`config.mk`:
```
export PLATFORM = sky130hd
export DESIGN_NAME = simon_seq_engine
export DESIGN_NICKNAME = d
export VERILOG_FILES = /design/src/rtl/simon_seq_engine.sv
export SDC_FILE = /design/constraint.sdc
export NUM_CORES = 1
export LEC_CHECK = 0
export CORE_MARGIN = 2
export CORE_UTILIZATION = 55
export DETAILED_ROUTE_END_ITERATION = 8
export PLACE_DENSITY = 0.81
export SLEW_MARGIN = 20
export SYNTH_ARGS = -nofsm -noshare
export SYNTH_HDL_FRONTEND = slang
export SYNTH_SLANG_ARGS = --single-unit
```
`constraint.sdc`:
```
create_clock -name clk -period 5.1 [get_ports clk]
set_input_delay 0.765 -clock clk [delete_from_list [all_inputs] [get_ports clk]]
set_output_delay 0.765 -clock clk [all_outputs]
set_load 0.05 [all_outputs]
```
`src/rtl/simon_seq_engine.sv`:
```
// Simon game core: LFSR-driven key sequence, LED playback and player key checking.
// Optional per-key-press timeout is enabled by defining SIMON_TIMEOUT_EN.
module simon_seq_engine #(
    parameter int NUM_KEYS       = 4,
    parameter int MAX_LEN        = 32,
    parameter int SHOW_CYCLES    = 12_500_000,
    parameter int GAP_CYCLES     = 2_500_000,
    parameter int TIMEOUT_CYCLES = 125_000_000
) (
    input  logic                clk,
    input  logic                rst,
    input  logic                start,
    input  logic                key_valid,
    input  logic [NUM_KEYS-1:0] key_in,
    output logic [NUM_KEYS-1:0] led_out,
    output logic [7:0]          level,
    output logic                busy,
    output logic                win,
    output logic                lose
);
    localparam int K    = (NUM_KEYS <= 2) ? 1 : $clog2(NUM_KEYS);
    localparam int AW   = (MAX_LEN <= 2) ? 1 : $clog2(MAX_LEN);
    localparam int MAXC = (SHOW_CYCLES > GAP_CYCLES)
                        ? ((SHOW_CYCLES > TIMEOUT_CYCLES) ? SHOW_CYCLES : TIMEOUT_CYCLES)
                        : ((GAP_CYCLES > TIMEOUT_CYCLES) ? GAP_CYCLES : TIMEOUT_CYCLES);
    localparam int CW   = $clog2(MAXC + 1);
    localparam logic [NUM_KEYS-1:0] ONE = {{(NUM_KEYS-1){1'b0}}, 1'b1};

    typedef enum logic [2:0] {
        IDLE, EXTEND, SHOW_ON, SHOW_GAP, WAIT_IN, WIN, LOSE
    } state_t;

    state_t              state;
    logic [15:0]         lfsr;
    logic [7:0]          len;
    logic [7:0]          ptr;
    logic [CW-1:0]       cnt;
    logic [NUM_KEYS-1:0] led_r;
    logic                pregap;
    logic [K-1:0]        seq [MAX_LEN];

    logic [K:0]          raw_idx;
    logic [K-1:0]        new_idx;
    logic [7:0]          ptr_inc;
    logic [NUM_KEYS-1:0] exp_key;

    // Fold out-of-range LFSR values back into 0..NUM_KEYS-1.
    always_comb begin
        raw_idx = {1'b0, lfsr[K-1:0]};
        new_idx = raw_idx[K-1:0];
        if (raw_idx >= (K+1)'(NUM_KEYS))
            new_idx = K'(raw_idx - (K+1)'(NUM_KEYS));
    end

    assign ptr_inc = ptr + 8'd1;
    assign exp_key = ONE << seq[ptr[AW-1:0]];

    always_ff @(posedge clk) begin
        if (state == EXTEND)
            seq[len[AW-1:0]] <= new_idx;
    end

    always_ff @(posedge clk) begin
        if (rst) begin
            state  <= IDLE;
            lfsr   <= 16'hACE1;
            len    <= 8'd0;
            ptr    <= 8'd0;
            cnt    <= '0;
            led_r  <= '0;
            pregap <= 1'b0;
        end else begin
            lfsr <= {1'b0, lfsr[15:1]} ^ (lfsr[0] ? 16'hB400 : 16'h0000);
            cnt  <= '0;
            case (state)
                IDLE, WIN, LOSE: begin
                    if (start) begin
                        len    <= 8'd0;
                        pregap <= 1'b0;
                        state  <= EXTEND;
                    end
                end
                EXTEND: begin
                    len   <= len + 8'd1;
                    ptr   <= 8'd0;
                    // seq[0] is being written this cycle on the first round
                    led_r <= ONE << ((len == 8'd0) ? new_idx : seq[0]);
                    state <= SHOW_ON;
                end
                SHOW_ON: begin
                    if (cnt == CW'(SHOW_CYCLES - 1)) begin
                        led_r <= '0;
                        state <= SHOW_GAP;
                    end else begin
                        cnt <= cnt + 1'b1;
                    end
                end
                SHOW_GAP: begin
                    if (cnt != CW'(GAP_CYCLES - 1)) begin
                        cnt <= cnt + 1'b1;
                    end else if (pregap) begin
                        pregap <= 1'b0;
                        state  <= EXTEND;
                    end else if (ptr == len - 8'd1) begin
                        ptr   <= 8'd0;
                        state <= WAIT_IN;
                    end else begin
                        ptr   <= ptr_inc;
                        led_r <= ONE << seq[ptr_inc[AW-1:0]];
                        state <= SHOW_ON;
                    end
                end
                WAIT_IN: begin
                    if (key_valid) begin
                        if (key_in != exp_key) begin
                            state <= LOSE;
                        end else if (ptr != len - 8'd1) begin
                            ptr <= ptr_inc;
                        end else if (len == 8'(MAX_LEN)) begin
                            state <= WIN;
                        end else begin
                            ptr    <= 8'd0;
                            pregap <= 1'b1;
                            state  <= SHOW_GAP;
                        end
                    end
`ifdef SIMON_TIMEOUT_EN
                    else if (cnt == CW'(TIMEOUT_CYCLES - 1)) begin
                        state <= LOSE;
                    end else begin
                        cnt <= cnt + 1'b1;
                    end
`endif
                end
                default: state <= IDLE;
            endcase
        end
    end

    // Key presses are echoed on the LEDs in the cycle they arrive.
    assign led_out = (state == WAIT_IN && key_valid) ? key_in : led_r;
    assign level   = len;
    assign busy    = !(state == IDLE || state == WIN || state == LOSE);
    assign win     = (state == WIN);
    assign lose    = (state == LOSE);
endmodule

```
Yosys cells after proc, flatten, opt, wreduce, memory -nomap -nowiden
Memory sizes are Yosys's and may differ from the RTL's. A register that Yosys moved wholly into a read port is not among the register bits. Cells that the tools add are included.

Flip-flop bits (word level): 67. Memories kept: 1. Bits in writable memories: 64. Output and inout bits: 15.

Memory list: seq (words 32, bits a word 2, rd ports 3, clocked after Yosys merged registers in 1, wr ports 1, line 40) `logic [K-1:0] seq [MAX_LEN];`.

Reduce and logical (&&, ||, !) cells: 16. $add $sub $neg: 4. Eq/ne operators: 23. Bitwise logic cells: 1. Multiplexer cells: 42. Shifts and indexed selects: 3.

Operator list (number): two-way mux 8 bit (8); two-way mux 27 bit (2); case mux 27 bit (2 select lines) (1); adder 27 x 1 -> 27 bit, second input constant (1); equality test 27 x 24 -> 1 bit, second input constant (1); two-way mux 3 bit (9); inequality test 27 x 22 -> 1 bit, second input constant (1); case mux 8 bit (3 select lines) (1); two-way mux 4 bit (5); inequality test 2 bit, second input constant (9); adder 8 x 1 -> 8 bit, second input constant (2); two-way mux 16 bit (1); case mux 8 bit (2 select lines) (1); bitwise XOR 15 x 16 -> 16 bit (1); case mux 3 bit (5 select lines) (1); case mux 4 bit (3 select lines) (1); left shift 1 x 2 -> 4 bit, first input constant (3); two-way mux 5 bit (2); AND reduction 5 bit (2); equality test 3 bit, second input constant (3); nonzero test 3 bit (3); equality test 8 x 6 -> 1 bit, second input constant (1); equality test 8 bit (1); zero test 8 bit (1); other kinds (18) (28).

Logic depth before layout (Yosys ltp)
Gate-level depths: netlist of the first run.

Depth in word-level cells: 8. Gate-level depth with buffers: 13.

Worst setup path after synthesis of the first run
Ideal clock, no wire load.

Kind: register to register. Start: reg len[4] (netlist: level[4]). End: reg ptr[6]. Setup time: 0.127 ns. Required time: 4.973 ns. Data arrival time: 2.947 ns. Stages on the path, launching flop included: 11. Buffers on the path: 2. Slack: 2.025 ns. Clock period less this slack: 3.075 ns. Path through: dfxtp_1 -> buf_6 -> or3_1 -> buf_6 -> or4_4 -> a2111oi_4 -> o2111ai_4 -> and3_1 -> or3_1 -> o311ai_1 -> a21oi_2.

Word-level cells in the longest chain between the ends: 6.

RTL lines: start: declaration (line 35) `logic [7:0] len;`; start signal: assignment (line 84) `len <= len + 8'd1;`; subtractor 8 x 1 -> 8 bit (line 104, 117); inequality test 8 bit / equality test 8 bit (equally long branches) (line 117, 104); two-way mux 8 bit (on tied branches) (line 117, 104); two-way mux 8 bit (on tied branches) (line 115, 101); two-way mux 8 bit (on tied branches) (line 114, 99); case mux 8 bit (3 select lines) (line 75) `case (state)`; end signal: assignment (line 108) `ptr <= ptr_inc;`; end signal: assignment (line 118) `ptr <= ptr_inc;`; end: declaration (line 36) `logic [7:0] ptr;`.

Parallel ways exist; a longest one is shown, timed or not. The select of a mux whose other input is x is not followed. A chain may end at the register's enable or synchronous reset.

==> reports/metrics.yaml, run 1 <==
cts_buffers: 17
cp_data_arrival_time_ns: 4.22
dp_slack_ns: 1.44
gr-total-overflow: 0
finalHoldViolCount: 0
postRouteAntennaNets: 0
num_rows: 40
synth_cell_types: 68
crit_path_cell_trace: "buf_4 -> mux2i_1 -> a22o_1 -> a21oi_1 -> a31o_2 -> nor4b_1 -> o21ai_0 -> and2_4 -> a2111oi_0 -> o21a_1"
fin_crit_ns: 3.85
slowest_delay_ns: 1.03
die_area_sq_um: 13500
syn_avg_cell_area_sq_um: 10.8
dr.pass1.iters: 7
antenna_found_initial: 0
layout_setup_ws_ns: 1.25
grt_pass1_vias: 5060
synthMuxAreaShare_pct: 12.4
slew_violations: 0
cp_max_fo: 21
grt_pass1_wl_microns: 25700
critical_path_class: "reg -> reg"
die_x_microns: 116
grt_max_degree: 39
post-route-util_pct: 64.0
synth_seq_area_share_pct: 48.6
root_buffer: "clkbuf_16"
fin_crit_sh_pct: 75.4
cp_slowest_cell: "dfxtp_1"
synth-seq-cells: 136
skew_ns: 0.00800
status: "complete, no violations"
syn_nets: 658
io_buffers: 22
hpwl_microns: 11100
power_density_nw_per_um2: 412
yosysWarnings: 0
setup_viol: 0
p_total_mw: 3.21
fin_nets: 668
cts_setup_buffers: 0
cts_buffer_depth: 2
synth_ff_type: "dfxtp_1"
htree_levels: 4
drv_cap: 0
viasPerCell: 6.28
relSlewSlack_pct: 28.3
drive_gt1_share_pct: 13.8
syn_to_final_growth_pct: 12.4
drt_iter0_markers: 500
clkTransAtPathRegs_ns: 0.06
core_sq_um: 12200
netlist_instances: 644
synthAdderAreaFrac_pct: 1.08
antenna_cells: 0
synth_top_area_cell: "edfxtp_1"
peakVddDrop_mv: 0.256
synth-edff-count: 64
synth_xor_area_share_pct: 5.31
insertion_delay_ns: 0.43
tns_ns: 0
synth-simple-area-share_pct: 18.6
hp-class: "reg -> reg"
clock-sinks: 136
ctsHoldBuffers: 0
leakage_nw: 2.50
required_ns: 5.47
synth_area_leaders: "edfxtp_1, dfxtp_1, mux4_2, nor2_1, mux2i_1"
yosysTopAreaCellShare_pct: 27.8
grt.total_usage_pct: 25.4
tightest_slew_ns: 1.07
routedWlPerCell_microns: 19.3
totalWireLength_microns: 16100
critical_path.endpoint_type: "flip-flop"
die_y_microns: 116
startpoint_type: "flip-flop"
cts_resized: 0
drc: 0
fmax_ghz: 0.260
cts_tree: "yes"
syn_area_sq_um: 6920
place.gp.congestion: 0.926
synth_compound_area_share_pct: 10.6
synth_top_family_by_area: "simple AND/OR/NAND/NOR gates"
initial_core_util_pct: 56.9
ios: 23
ys_async_sr_fraction_pct: 0
vias: 5240
rsz0062_at_grt: "false"
final cells by class:
cell class                      count  area [sq um]
Timing Repair Buffer               27           258
Fill cell                         942          4380
Tap cell                          168           210
Inverter                           13          48.8
Clock inverter                     11          98.8
Sequential cell                   136          3360
Clock buffer                       21           470
Multi-Input combinational cell    459          3330
layer usage:
layer,vias up,part of all wire [%],GRT usage [%]
met5,-,0,0
met4,0,1.8,10.3
met3,35,9.8,7.89
met2,268,48,39.7
met1,2544,41,33.3
li1,2393,-,-
cells in the mapped netlist, types with 3 or more instances:
cell,n
a2111o_1,3
nand4_1,12
o21ai_1,3
buf_1,5
xnor2_1,20
nor2_1,93
nor3b_1,5
clkbuf_1,21
nand4b_1,4
xor2_1,22
nand3b_1,3
inv_1,12
or3_1,7
o211ai_1,3
nor4b_1,6
edfxtp_1,64
mux2_2,7
and3_1,12
nand3_1,22
o31ai_1,3
mux4_2,20
nand2b_1,3
o21a_1,3
buf_4,3
nand2_1,41
a21oi_1,20
dfxtp_1,72
o21ai_0,11
mux2i_1,33
nor2b_1,17
nor3_1,8
o41ai_1,6
nor4_1,3
or2_2,9
a22oi_1,15
buf_6,5
ha_1,6
worst max-delay path: cells and delay by family, from the launching register on:
family,cells,cell delay (ns)
AO/OA/AOI/OAI,6,1.49
AND/OR/NAND/NOR,2,0.60
buffers and inverters,1,0.40
multiplexers,1,0.25
flip-flops,1,1.03
metrics by stage:
stage          instance area, sq um  hold slack (ns)  std cells
2_1_floorplan                  6920            0.389        644
3_3_place_gp                   7210            0.399        803
3_5_place_dp                   7210            0.402        803
4_1_cts                        7770            0.415        835
5_1_grt                        7780            0.429        835
6_report                       7780            0.410        835
logic make-up (layout without fill, tap and decap cells):
logic type | after synthesis | after routing
and+or+nand+nor | 256 | 256
AOI/OAI and AO/OA | 95 | 95
adders and majority gates | 6 | 6
DFF | 136 | 136
xor gates and xnor gates | 42 | 42
muxes | 60 | 60
buffers and inverters | 49 | 72
state kept, by name, indices dropped and copies added, names as in the netlist, named ones only:
| name | count |
|---|---|
| seq | 64 |
| cnt | 27 |
| lfsr | 16 |
| level | 8 |
| ptr | 8 |
| led_r | 4 |
| state | 3 |
| pregap | 1 |
layout by cell type (no fill, tap or decap), types with 20 or more instances in the layout:
cell type,synthesis,routed
nor2_1,93,93
dfxtp_1,72,71
edfxtp_1,64,64
nand2_1,41,41
mux2i_1,33,33
nand3_1,22,22
xor2_1,22,22
clkdlybuf4s50_1,0,22
a21oi_1,20,20
xnor2_1,20,20
mux4_2,20,20
power by group:
group          internal, mW  switching, mW
combinational         0.294          0.519
clock                 0.706          0.454
sequential             1.18         0.0518
final timing paths:
| check | start | to | slack, ns | cells after the start |
|---|---|---|---|---|
| worst max-delay path | flip-flop | ptr[7] | 1.25 | 10 |
| worst min-delay path | lfsr[6] | lfsr[5] | 0.41 | 1 |
| worst max register to register | flip-flop | ptr[7] | 1.25 | 10 |
| worst min register to register | lfsr[6] | lfsr[5] | 0.41 | 1 |
(Power assumes the default switching activity.)
==> inputs of run 2 (changes only) <==
==> constraint.sdc (replaced) <==
create_clock -name clk -period 4 [get_ports clk]
set_input_delay 0.6 -clock clk [delete_from_list [all_inputs] [get_ports clk]]
set_output_delay 0.6 -clock clk [all_outputs]
set_load 0.05 [all_outputs]
==> reports/metrics.yaml, run 2 (same netlist as run 1, synthesis figures left out) <==
r2r_start: "level[2]"
critical_path_class: "reg -> reg"
skew_ns: 0.0137
die_y_microns: 116
grt.total_usage_pct: 25.3
dr.pass1.iters: 5
drt_iter0_markers: 520
design_area_sq_um: 7740
setup.worst_path.start: "level[2]"
cp_max_fo: 14
use_met1_pct: 33.0
leakage_nw: 2.49
power.switching_mw: 1.28
critical_path.endpoint_type: "flip-flop"
layout_setup_ws_ns: 0.739
critPathCapture: "ptr[5]"
routedWlPerCell_microns: 19.2
layout.cells.most_common: "nor2_1"
hold-worst-slack_ns: 0.414
post_layout_nonfiller_instances: 838
status: "complete, no violations"
viasPerCell: 6.28
place_area_sq_um: 7230
postRouteAntennaNets: 0
clock-sinks: 136
fin_crit_ns: 3.26
p_int_mw: 2.69
placedCellCount: 806
antenna_found_initial: 0
die_area_sq_um: 13500
r2r.worst_path.cells: 8
p_total_mw: 3.98
place.gp.congestion: 0.898
fmax_ghz: 0.307
r2r_slack_ns: 0.74
insertion_delay_ns: 0.43
root_buffer: "clkbuf_16"
gr-total-overflow: 0
finalHoldViolCount: 0
drv_cap: 0
initial_core_util_pct: 56.9
top_usage_layer: "met2"
cts_resized: 0
cts_setup_buffers: 0
layout_common_cells: "nor2_1, dfxtp_1, edfxtp_1, nand2_1, mux2i_1"
relSlewSlack_pct: 42.0
hp-class: "reg -> reg"
cts_buffers: 17
combPwrFrac_pct: 26.3
hpwl_microns: 11100
multiInputGateArea_sq_um: 3330
tns_ns: 0
num_rows: 40
grt_pass1_wl_microns: 25700
totalWireLength_microns: 16100
vias: 5266
grt_max_degree: 37
fin_crit_sh_pct: 81.5
seq_area_sq_um: 3360
rsz0062_at_grt: "false"
tightest_slew_ns: 0.869
syn_to_final_growth_pct: 11.8
setup_viol: 0
ctsHoldBuffers: 0
sequentialPowerShare_pct: 39.5
cts_tree: "yes"
slew_violations: 0
post-route-util_pct: 63.7
p_sw_share_pct: 32.3
drive_gt1_share_pct: 13.3
largest_reg_flops: 64
required_ns: 4.32
core_sq_um: 12200
ios: 23
peakVddDrop_mv: 0.350
use_met2_pct: 38.9
dp_slack_ns: 0.781
power_density_nw_per_um2: 513
power.clock.fraction_pct: 34.2
clkTransAtPathRegs_ns: 0.06
r2r-end: "ptr[5]"
drc: 0
grtUsageMet3_pct: 7.01
cp_data_arrival_time_ns: 3.58
grt_pass1_vias: 5103
antenna_cells: 0
startpoint_type: "flip-flop"
fillCellCount: 928
cts_buffer_depth: 2
htree_levels: 4
die_x_microns: 116
io_buffers: 22
fin_nets: 671
run 2: changes by cell type in the layout (fill, tap and decap cells not counted), sizes merged:
cell / delta
clkbuf: +2
bufinv: -1
clkinvlp: -1
buf: +3
run 2: area by class of cell:
type,count,area share (%)
flip-flops and latches,136,43.4
inverters,13,0.630
clock inverters,9,0.679
well taps,168,2.71
repair buffers,30,3.62
multi-input cells,459,43.0
clock buffers,23,5.91
run 2: worst min path at each step:
stage	start	to	slack, ns	depth (start not counted)
after floorplan	lfsr[12]	lfsr[11]	0.39	1
after global placement	lfsr[6]	lfsr[5]	0.40	1
after detailed placement	lfsr[6]	lfsr[5]	0.40	1
after CTS	lfsr[7]	lfsr[6]	0.42	1
after global routing	lfsr[8]	lfsr[7]	0.43	1
final	lfsr[7]	lfsr[6]	0.41	1
run 2: worst max-delay path: stages, from the launching register on:
cell and delay (ns):
dfxtp_1 0.44, or3_1 0.57, or4_4 0.54, a2111oi_4 0.41
o2111ai_4 0.28, nand2_1 0.34, nor2_1 0.09, o311a_1 0.30
o21a_1 0.18
run 2: power by group through the flow:
stage	logic [mW]	registers (mW)	clock network, mW
3_5_place_dp	1.02	1.59	0
5_1_grt	1.13	1.58	1.42
2_1_floorplan	0.783	1.58	0
3_3_place_gp	0.996	1.59	0
6_report	1.05	1.57	1.36
4_1_cts	1.03	1.57	1.37
run 2: routing by layer:
layer	routed length [microns]	up-vias	part of all wire, %
met4	586	0	3.7
met1	6810	2574	42
met3	1190	51	7.4
li1	-	2405	-
met2	7460	236	46
met5	0	-	0
